===== src/rtl/bsg_negedge_credit_rx.sv =====
// Credit-based receiver for a falling-edge launched word stream.
// Buffers words in a small FIFO and returns one credit per dequeue.
//
// Ports:
//   clk_i       : clock, all state updates on rising edge
//   reset_n_i   : asynchronous active-low reset
//   v_i         : word valid from transmitter (launched on falling edge)
//   data_i      : word from transmitter (launched on falling edge)
//   credit_o    : one-cycle pulse returning a buffer credit
//   v_o         : buffer head valid
//   data_o      : buffer head word
//   yumi_i      : consumer accepts head (legal only while v_o=1)
//   overflow_o  : sticky flag, word arrived with no credit available

module bsg_negedge_credit_rx #(
    parameter int width_p = 16,
    parameter int els_p   = 2
) (
    input  logic               clk_i,
    input  logic               reset_n_i,
    input  logic               v_i,
    input  logic [width_p-1:0] data_i,
    output logic               credit_o,
    output logic               v_o,
    output logic [width_p-1:0] data_o,
    input  logic               yumi_i,
    output logic               overflow_o
);

    localparam int ptr_w = (els_p > 1) ? $clog2(els_p) : 1;
    localparam int cnt_w = $clog2(els_p + 1);
    localparam logic [cnt_w-1:0] full_c = cnt_w'(els_p);

    logic [width_p-1:0] mem_q [els_p];

    logic [ptr_w-1:0] wptr_q, wptr_d;
    logic [ptr_w-1:0] rptr_q, rptr_d;
    logic [cnt_w-1:0] cnt_q,  cnt_d;
    logic             credit_q, credit_d;
    logic             overflow_q, overflow_d;

    logic enq, deq;

    // A yumi with an empty buffer is ignored; a full buffer still
    // accepts a word when the head leaves in the same cycle.
    always_comb begin
        deq = yumi_i & (cnt_q != '0);
        enq = v_i & ((cnt_q != full_c) | deq);
    end

    always_comb begin
        wptr_d     = wptr_q;
        rptr_d     = rptr_q;
        cnt_d      = cnt_q;
        credit_d   = deq;
        overflow_d = overflow_q | (v_i & ~enq);
        // Power-of-two depth: pointers wrap by natural overflow.
        if (enq) begin
            wptr_d = wptr_q + ptr_w'(1);
        end
        if (deq) begin
            rptr_d = rptr_q + ptr_w'(1);
        end
        case ({enq, deq})
            2'b10:   cnt_d = cnt_q + cnt_w'(1);
            2'b01:   cnt_d = cnt_q - cnt_w'(1);
            default: cnt_d = cnt_q;
        endcase
    end

    always_ff @(posedge clk_i or negedge reset_n_i) begin
        if (!reset_n_i) begin
            wptr_q     <= '0;
            rptr_q     <= '0;
            cnt_q      <= '0;
            credit_q   <= 1'b0;
            overflow_q <= 1'b0;
        end else begin
            wptr_q     <= wptr_d;
            rptr_q     <= rptr_d;
            cnt_q      <= cnt_d;
            credit_q   <= credit_d;
            overflow_q <= overflow_d;
        end
    end

    // Storage is deliberately not reset; head is don't-care when empty.
    always_ff @(posedge clk_i) begin
        if (enq) begin
            mem_q[wptr_q] <= data_i;
        end
    end

    assign v_o        = (cnt_q != '0);
    assign data_o     = mem_q[rptr_q];
    assign credit_o   = credit_q;
    assign overflow_o = overflow_q;

endmodule


===== config.mk =====
export PLATFORM = sky130hd
export DESIGN_NAME = bsg_negedge_credit_rx
export DESIGN_NICKNAME = d
export VERILOG_FILES = /design/src/rtl/bsg_negedge_credit_rx.sv
export SDC_FILE = /design/constraint.sdc
export NUM_CORES = 1
export LEC_CHECK = 0
export ABC_AREA = 1
export CORE_UTILIZATION = 42
export CTS_CLUSTER_SIZE = 14
export DETAILED_ROUTE_END_ITERATION = 10
export GPL_TIMING_DRIVEN = 0
export PLACE_DENSITY = 0.73
export RECOVER_POWER = 25
export SYNTH_ARGS = -nofsm -noshare
export SYNTH_HDL_FRONTEND = slang
export SYNTH_SLANG_ARGS = --single-unit

===== constraint.sdc =====
create_clock -name clk_i -period 1.84 [get_ports clk_i]
set_clock_uncertainty 0.15 [all_clocks]
set_input_delay 0.276 -clock clk_i [delete_from_list [all_inputs] [get_ports clk_i]]
set_output_delay 0.276 -clock clk_i [all_outputs]
set_load 0.02 [all_outputs]

==> results of run 1 <==
## worst max-delay path: stages, from the launching register on
cell and delay (ps):
dfrtp_2 470, buf_4 160, buf_6 130, nand2_1 60, nand2_1 50, buf_2 150
## cell usage in the layout, fill, tap and decap left out, types with 2 or more instances in the layout
| cell | Yosys | final |
|---|---|---|
| buf_2 | 1 | 8 |
| buf_4 | 2 | 6 |
| buf_6 | 0 | 3 |
| clkbuf_2 | 0 | 4 |
| clkbuf_4 | 0 | 5 |
| clkdlybuf4s50_1 | 0 | 12 |
| dfrtp_1 | 6 | 5 |
| dlygate4sd3_1 | 0 | 9 |
| edfxtp_1 | 32 | 32 |
| inv_1 | 3 | 3 |
| inv_2 | 3 | 3 |
| nand2_1 | 55 | 55 |
| nand2_2 | 3 | 3 |
| nand3_1 | 2 | 2 |
| nand3_2 | 2 | 2 |
| nor2_4 | 1 | 2 |
## kinds of logic after synthesis
family / share of synthesized area
compound gates: 0.0135
flops: 0.751
buf+inv: 0.0330
xor+xnor: 0.00592
simple gates: 0.197
## registers in the layout, indices dropped and copies added (netlist names)
register / count
wptr_q: 1
credit_o: 1
cnt_q: 2
overflow_o: 1
rptr_q: 1
mem_q: 32
## through the flow
step	power (W)	TNS [ps]	hold slack, ps
CTS	0.00290	0	6.76
detailed placement	0.00260	-13490	311
global placement	0.00257	-11920	319
finish	0.00291	0	88.2
floorplan	0.00203	0	-170
global route	0.00311	-51.0	90.5
## final timing paths
path                            start          end  slack [ps]  depth (start not counted)
setup / recovery               rptr_q    data_o[7]          60                          5
hold / removal              reset_n_i     cnt_q[1]          90                          1
setup reg to reg             cnt_q[1]  mem_q[1][5]         160                          5
hold reg to reg            overflow_o   overflow_o         340                          1
max in group asynchronous   reset_n_i       rptr_q        1220                          1
min in group clk_i         overflow_o   overflow_o         340                          1
## cell type report
cell class | count | share of cell area
Sequential cell | 38 | 0.571
Timing Repair Buffer | 42 | 0.177
Multi-Input combinational cell | 71 | 0.168
Tap cell | 46 | 0.0295
Clock buffer | 5 | 0.0193
Inverter | 7 | 0.0148
Buffer | 2 | 0.0116
Clock inverter | 3 | 0.00835
## power groups by stage
stage / Sequential, W / Combinational (W) / Clock [W]
5_1_grt: 0.00128 / 0.00137 / 0.000455
4_1_cts: 0.00126 / 0.00123 / 0.000417
6_report: 0.00126 / 0.00125 / 0.000401
3_5_place_dp: 0.00125 / 0.00135 / 0
3_3_place_gp: 0.00124 / 0.00133 / 0
2_1_floorplan: 0.00125 / 0.000777 / 0
## routing by layer
layer,vias to the layer above,track usage,part of all wire
met5,-,0,0
met4,0,0.0667,0.0099
met3,5,0.0630,0.081
met2,37,0.275,0.51
met1,444,0.162,0.40
li1,488,-,-
## what timing repair did
item / 4_1_cts / 5_1_grt
setup buffers: 3 / 1
hold endpoints to repair: 0 / 0
cloned: 0 / 0
gates resized for setup: 52 / 15
endpoints found under the setup margin: 33 / 10
==> metrics.yaml, run 1 <==
outcome:
  status: "finished clean"
drt:
  dr.pass1.iters: 6
  drtIter0Drc: 29
  vias: 974
  wl_per_cell_um: 12.3
  via_per_inst: 4.55
  ant_nets: 0
  remaining_drc_errors: 0
  drt-total-wl_um: 2630
pwr:
  power_frac_seq: 0.433
  p_per_area_nw_per_um2: 1490
  ir_drop_v: 0.000589
  p_leak_nw: 0.829
  clkPwrFrac: 0.138
  p_comb_frac: 0.429
  switchingPower_w: 0.00113
  p_int_w: 0.00178
  netSwitchingFraction: 0.390
sta:
  fin_crit_ps: 1780
  finalCritPeriodShare: 0.966
  setup_slack_ps: 62.2
  relSlewSlack: 0.669
  finalSetupViolCount: 0
  max_freq_ghz: 0.562
  tightest_slew_ps: 496
  rsz0062_at_grt: "true"
  final_hold_viol_count: 0
  maxSlewViolCount: 0
worst_setup_path:
  crit_type: "flop to primary output"
  end_kind: "primary output"
  worst-path-max-fanout: 10
  critPathRequiredTime_ps: 1410
  arrival_ps: 1350
  cp-start-kind: "flop"
cts:
  cts_hold_buf: 0
  cts-htree-levels: 2
  insertion_delay_ps: 330
  clk_pin_slew_worst_paths_ps: 110
  clk_path_buf_depth: 2
  clock-sinks: 38
  numCtsBuffers: 5
  cts_tree: "yes"
  cts_root_buf: "clkbuf_4"
logic_synthesis:
  synth_area_sq_um: 1480
  synthTopCellsByArea: "edfxtp_1, nand2_1, dfrtp_1, nand3_2, nand2_2"
  synth-edff-count: 32
  synth_warnings: 0
  synth_common_cells: "nand2_1, edfxtp_1, dfrtp_1"
  synth_cell_types: 19
  synth_top_area_cell: "edfxtp_1"
  synthCells: 119
  yosysMostFrequentCell: "nand2_1"
  synth_top_area_share: 0.649
  avgSynthCellArea_sq_um: 12.4
  ys_ff_latch: 38
  ys_async_sr_fraction: 0.158
  synth_nets: 139
  ys_seq_area_frac: 0.751
  synth_ff_type: "edfxtp_1"
grt:
  grt_pass1_vias: 903
  grt_pass1_wl_um: 3890
  antenna_found_initial: 0
  grt_max_degree: 18
  grt_overflow_total: 0
  grtUsageTotal: 0.155
worst_hold_path:
  hold_path.class: "input pin to async pin"
die:
  coreArea_sq_um: 3360
  die_area_sq_um: 3770
  ios: 39
  die_y_um: 61.4
  start_util: 0.440
  rows: 21
  die_w_um: 61.4
final_layout:
  antenna_cells: 0
  fin_nets: 187
  final_core_util: 0.579
  area_growth_pct: 31.6
  drive_above_1_share: 0.250
  finish.instance_area_sq_um: 1950
  regArea_sq_um: 1110
  filler_cell_count: 312
  multi_input_area_sq_um: 328
  fin_cells: 214
job:
  cap_violations: 0
placement:
  dp_slack_ps: -506
  place_area_sq_um: 1920
  hpwl_um: 1740
  gp_congestion: 0.742
  placed_cells: 203
  portBuffers: 38
No activity file was read; power rests on OpenSTA's default activity.
==> inputs of run 2 (changes only) <==
- CORE_UTILIZATION: 42 -> 45
- CTS_CLUSTER_SIZE: 14 -> 8
- PLACE_DENSITY: 0.73 -> 0.75
- clock period: 1.84 -> 2.2 ns (I/O delays scaled with it)
==> run 2 against run 1 <==
Cell count down 2.3%. Count of clock-buffer cells in the layout up 2. Sequential power down 18%. Largest power group unchanged. Highest routed layer unchanged.
==> metrics.yaml, run 2 (synthesized netlist as in run 1, its figures left out) <==
final_layout:
  fin_nets: 184
  reg_top3: "mem_q x32, cnt_q x2"
  largest-register: "mem_q"
  largest_reg_flops: 32
  antenna_cells: 0
  final_common_cell: "nand2_1"
  area_growth_pct: 32.8
  fin_cells: 209
  finish.instance_area_sq_um: 1970
  final_cell_mix: "nand2_1, edfxtp_1, clkdlybuf4s50_1"
  drive_above_1_share: 0.127
outcome:
  status: "finished clean"
grt:
  antenna_found_initial: 0
  grt_overflow_total: 0
  grt_pass1_vias: 935
  grtUsageTotal: 0.155
  grt_pass1_wl_um: 3800
  grt_max_degree: 18
sta:
  maxSlewViolCount: 0
  finalSetupViolCount: 0
  fin_crit_ps: 2090
  final_hold_viol_count: 0
  tightest_slew_ps: 876
  finalCritPeriodShare: 0.948
  max_freq_ghz: 0.480
  rsz0062_at_grt: "false"
  relSlewSlack: 0.416
  setup_tns_ps: 0
  timing.hold.ws_ps: 165
drt:
  dr.pass1.iters: 4
  vias: 984
  ant_nets: 0
  via_per_inst: 4.71
  wl_per_cell_um: 12.0
  drtIter0Drc: 36
  remaining_drc_errors: 0
  drt-total-wl_um: 2510
placement:
  portBuffers: 38
  placed_cells: 201
  place_area_sq_um: 1920
  gp_congestion: 0.655
  hpwl_um: 1710
cts:
  clk_pin_slew_worst_paths_ps: 100
  cts_root_buf: "clkbuf_4"
  clock-sinks: 38
  cts_tree: "yes"
  cts_setup_buffers: 0
  insertion_delay_ps: 310
  clk_path_buf_depth: 2
  cts-htree-levels: 2
  numCtsBuffers: 5
  cts_hold_buf: 0
worst_setup_path:
  end_kind: "primary output"
  crit_path_start: "rptr_q"
  arrival_ps: 1610
  worst-path-max-fanout: 10
  critPathRequiredTime_ps: 1720
  r2r_slack_ps: 240
  cp-start-kind: "flop"
  timing.rr.start: "cnt_q[1]"
  crit_type: "flop to primary output"
die:
  rows: 20
  coreArea_sq_um: 3080
  die_area_sq_um: 3520
  die_w_um: 59.4
  ios: 39
  start_util: 0.481
  die_y_um: 59.4
pwr:
  p_per_area_nw_per_um2: 1210
  p_leak_nw: 0.860
  ir_drop_v: 0.000556
job:
  cap_violations: 0
worst_hold_path:
  hold_path.class: "input pin to async pin"
## run 2: cell types whose count changed in the layout (fill, tap and decap cells not counted), sizes merged
cell	previous run	this run
clkdlybuf4s15	1	3
clkinv	2	1
clkdlybuf4s50	12	13
buf	17	3
clkinvlp	1	0
dlymetal6s2s	0	4
dlygate4sd2	1	9
clkbuf	9	7
## run 2: cell type report
| type | instances | area [sq um] |
|---|---|---|
| fillers | 248 | 1110 |
| flip-flops and latches | 38 | 1110 |
| repair buffers | 38 | 379 |
| multi-input cells | 71 | 323 |
| well taps | 44 | 55.1 |
| clock buffers | 7 | 45.0 |
| inverters | 7 | 28.8 |
| plain buffers | 3 | 20.0 |
| clock inverters | 1 | 3.75 |
## run 2: report_power, final
group	internal [W]	switching (W)	total (W)
combinational	0.000382	0.000652	0.00103
clock	0.000123	0.000199	0.000322
sequential	0.000974	0.0000551	0.00103
## run 2: critical path, cell delays in order (launching register included)
cell and delay [ps]:
dfrtp_1 370, buf_2 180, inv_4 120, buf_4 180
nand2_1 70, nand2_1 50, dlygate4sd2_1 320
## run 2: layer usage
| layer | vias up | routed length, um | GRT usage |
|---|---|---|---|
| li1 | 481 | - | - |
| met1 | 460 | 991 | 0.150 |
| met2 | 41 | 1310 | 0.278 |
| met3 | 2 | 200 | 0.0808 |
| met4 | 0 | 8 | 0.0544 |
| met5 | - | 0 | 0 |
## run 2: what timing repair did
item,4_1_cts,5_1_grt
resized for setup,13,7
pin swaps,0,0
setup endpoints to repair,28,7
## run 2: worst paths after layout
| kind | cells after the start | end |
|---|---|---|
| max | 6 | data_o[11] |
| min | 1 | rptr_q |
| max reg2reg | 5 | mem_q[0][2] |
| min reg2reg | 1 | overflow_o |
| max in group asynchronous | 1 | wptr_q |
| min in group clk_i | 1 | overflow_o |
## run 2: metrics by stage
step / worst slack, ps / utilization / power [W]
6_report: 115 / 0.639 / 0.00239
3_5_place_dp: -619 / 0.622 / 0.00217
5_1_grt: 1.26 / 0.639 / 0.00253
3_3_place_gp: -531 / 0.622 / 0.00214
2_1_floorplan: 302 / - / 0.00169
4_1_cts: 7.37 / 0.634 / 0.00241
==> inputs of run 3 (changes only) <==
- CTS_CLUSTER_DIAMETER: default -> 100
==> results of run 3 <==
No change in the layout: final DEF, timing and power equal those of run 2.
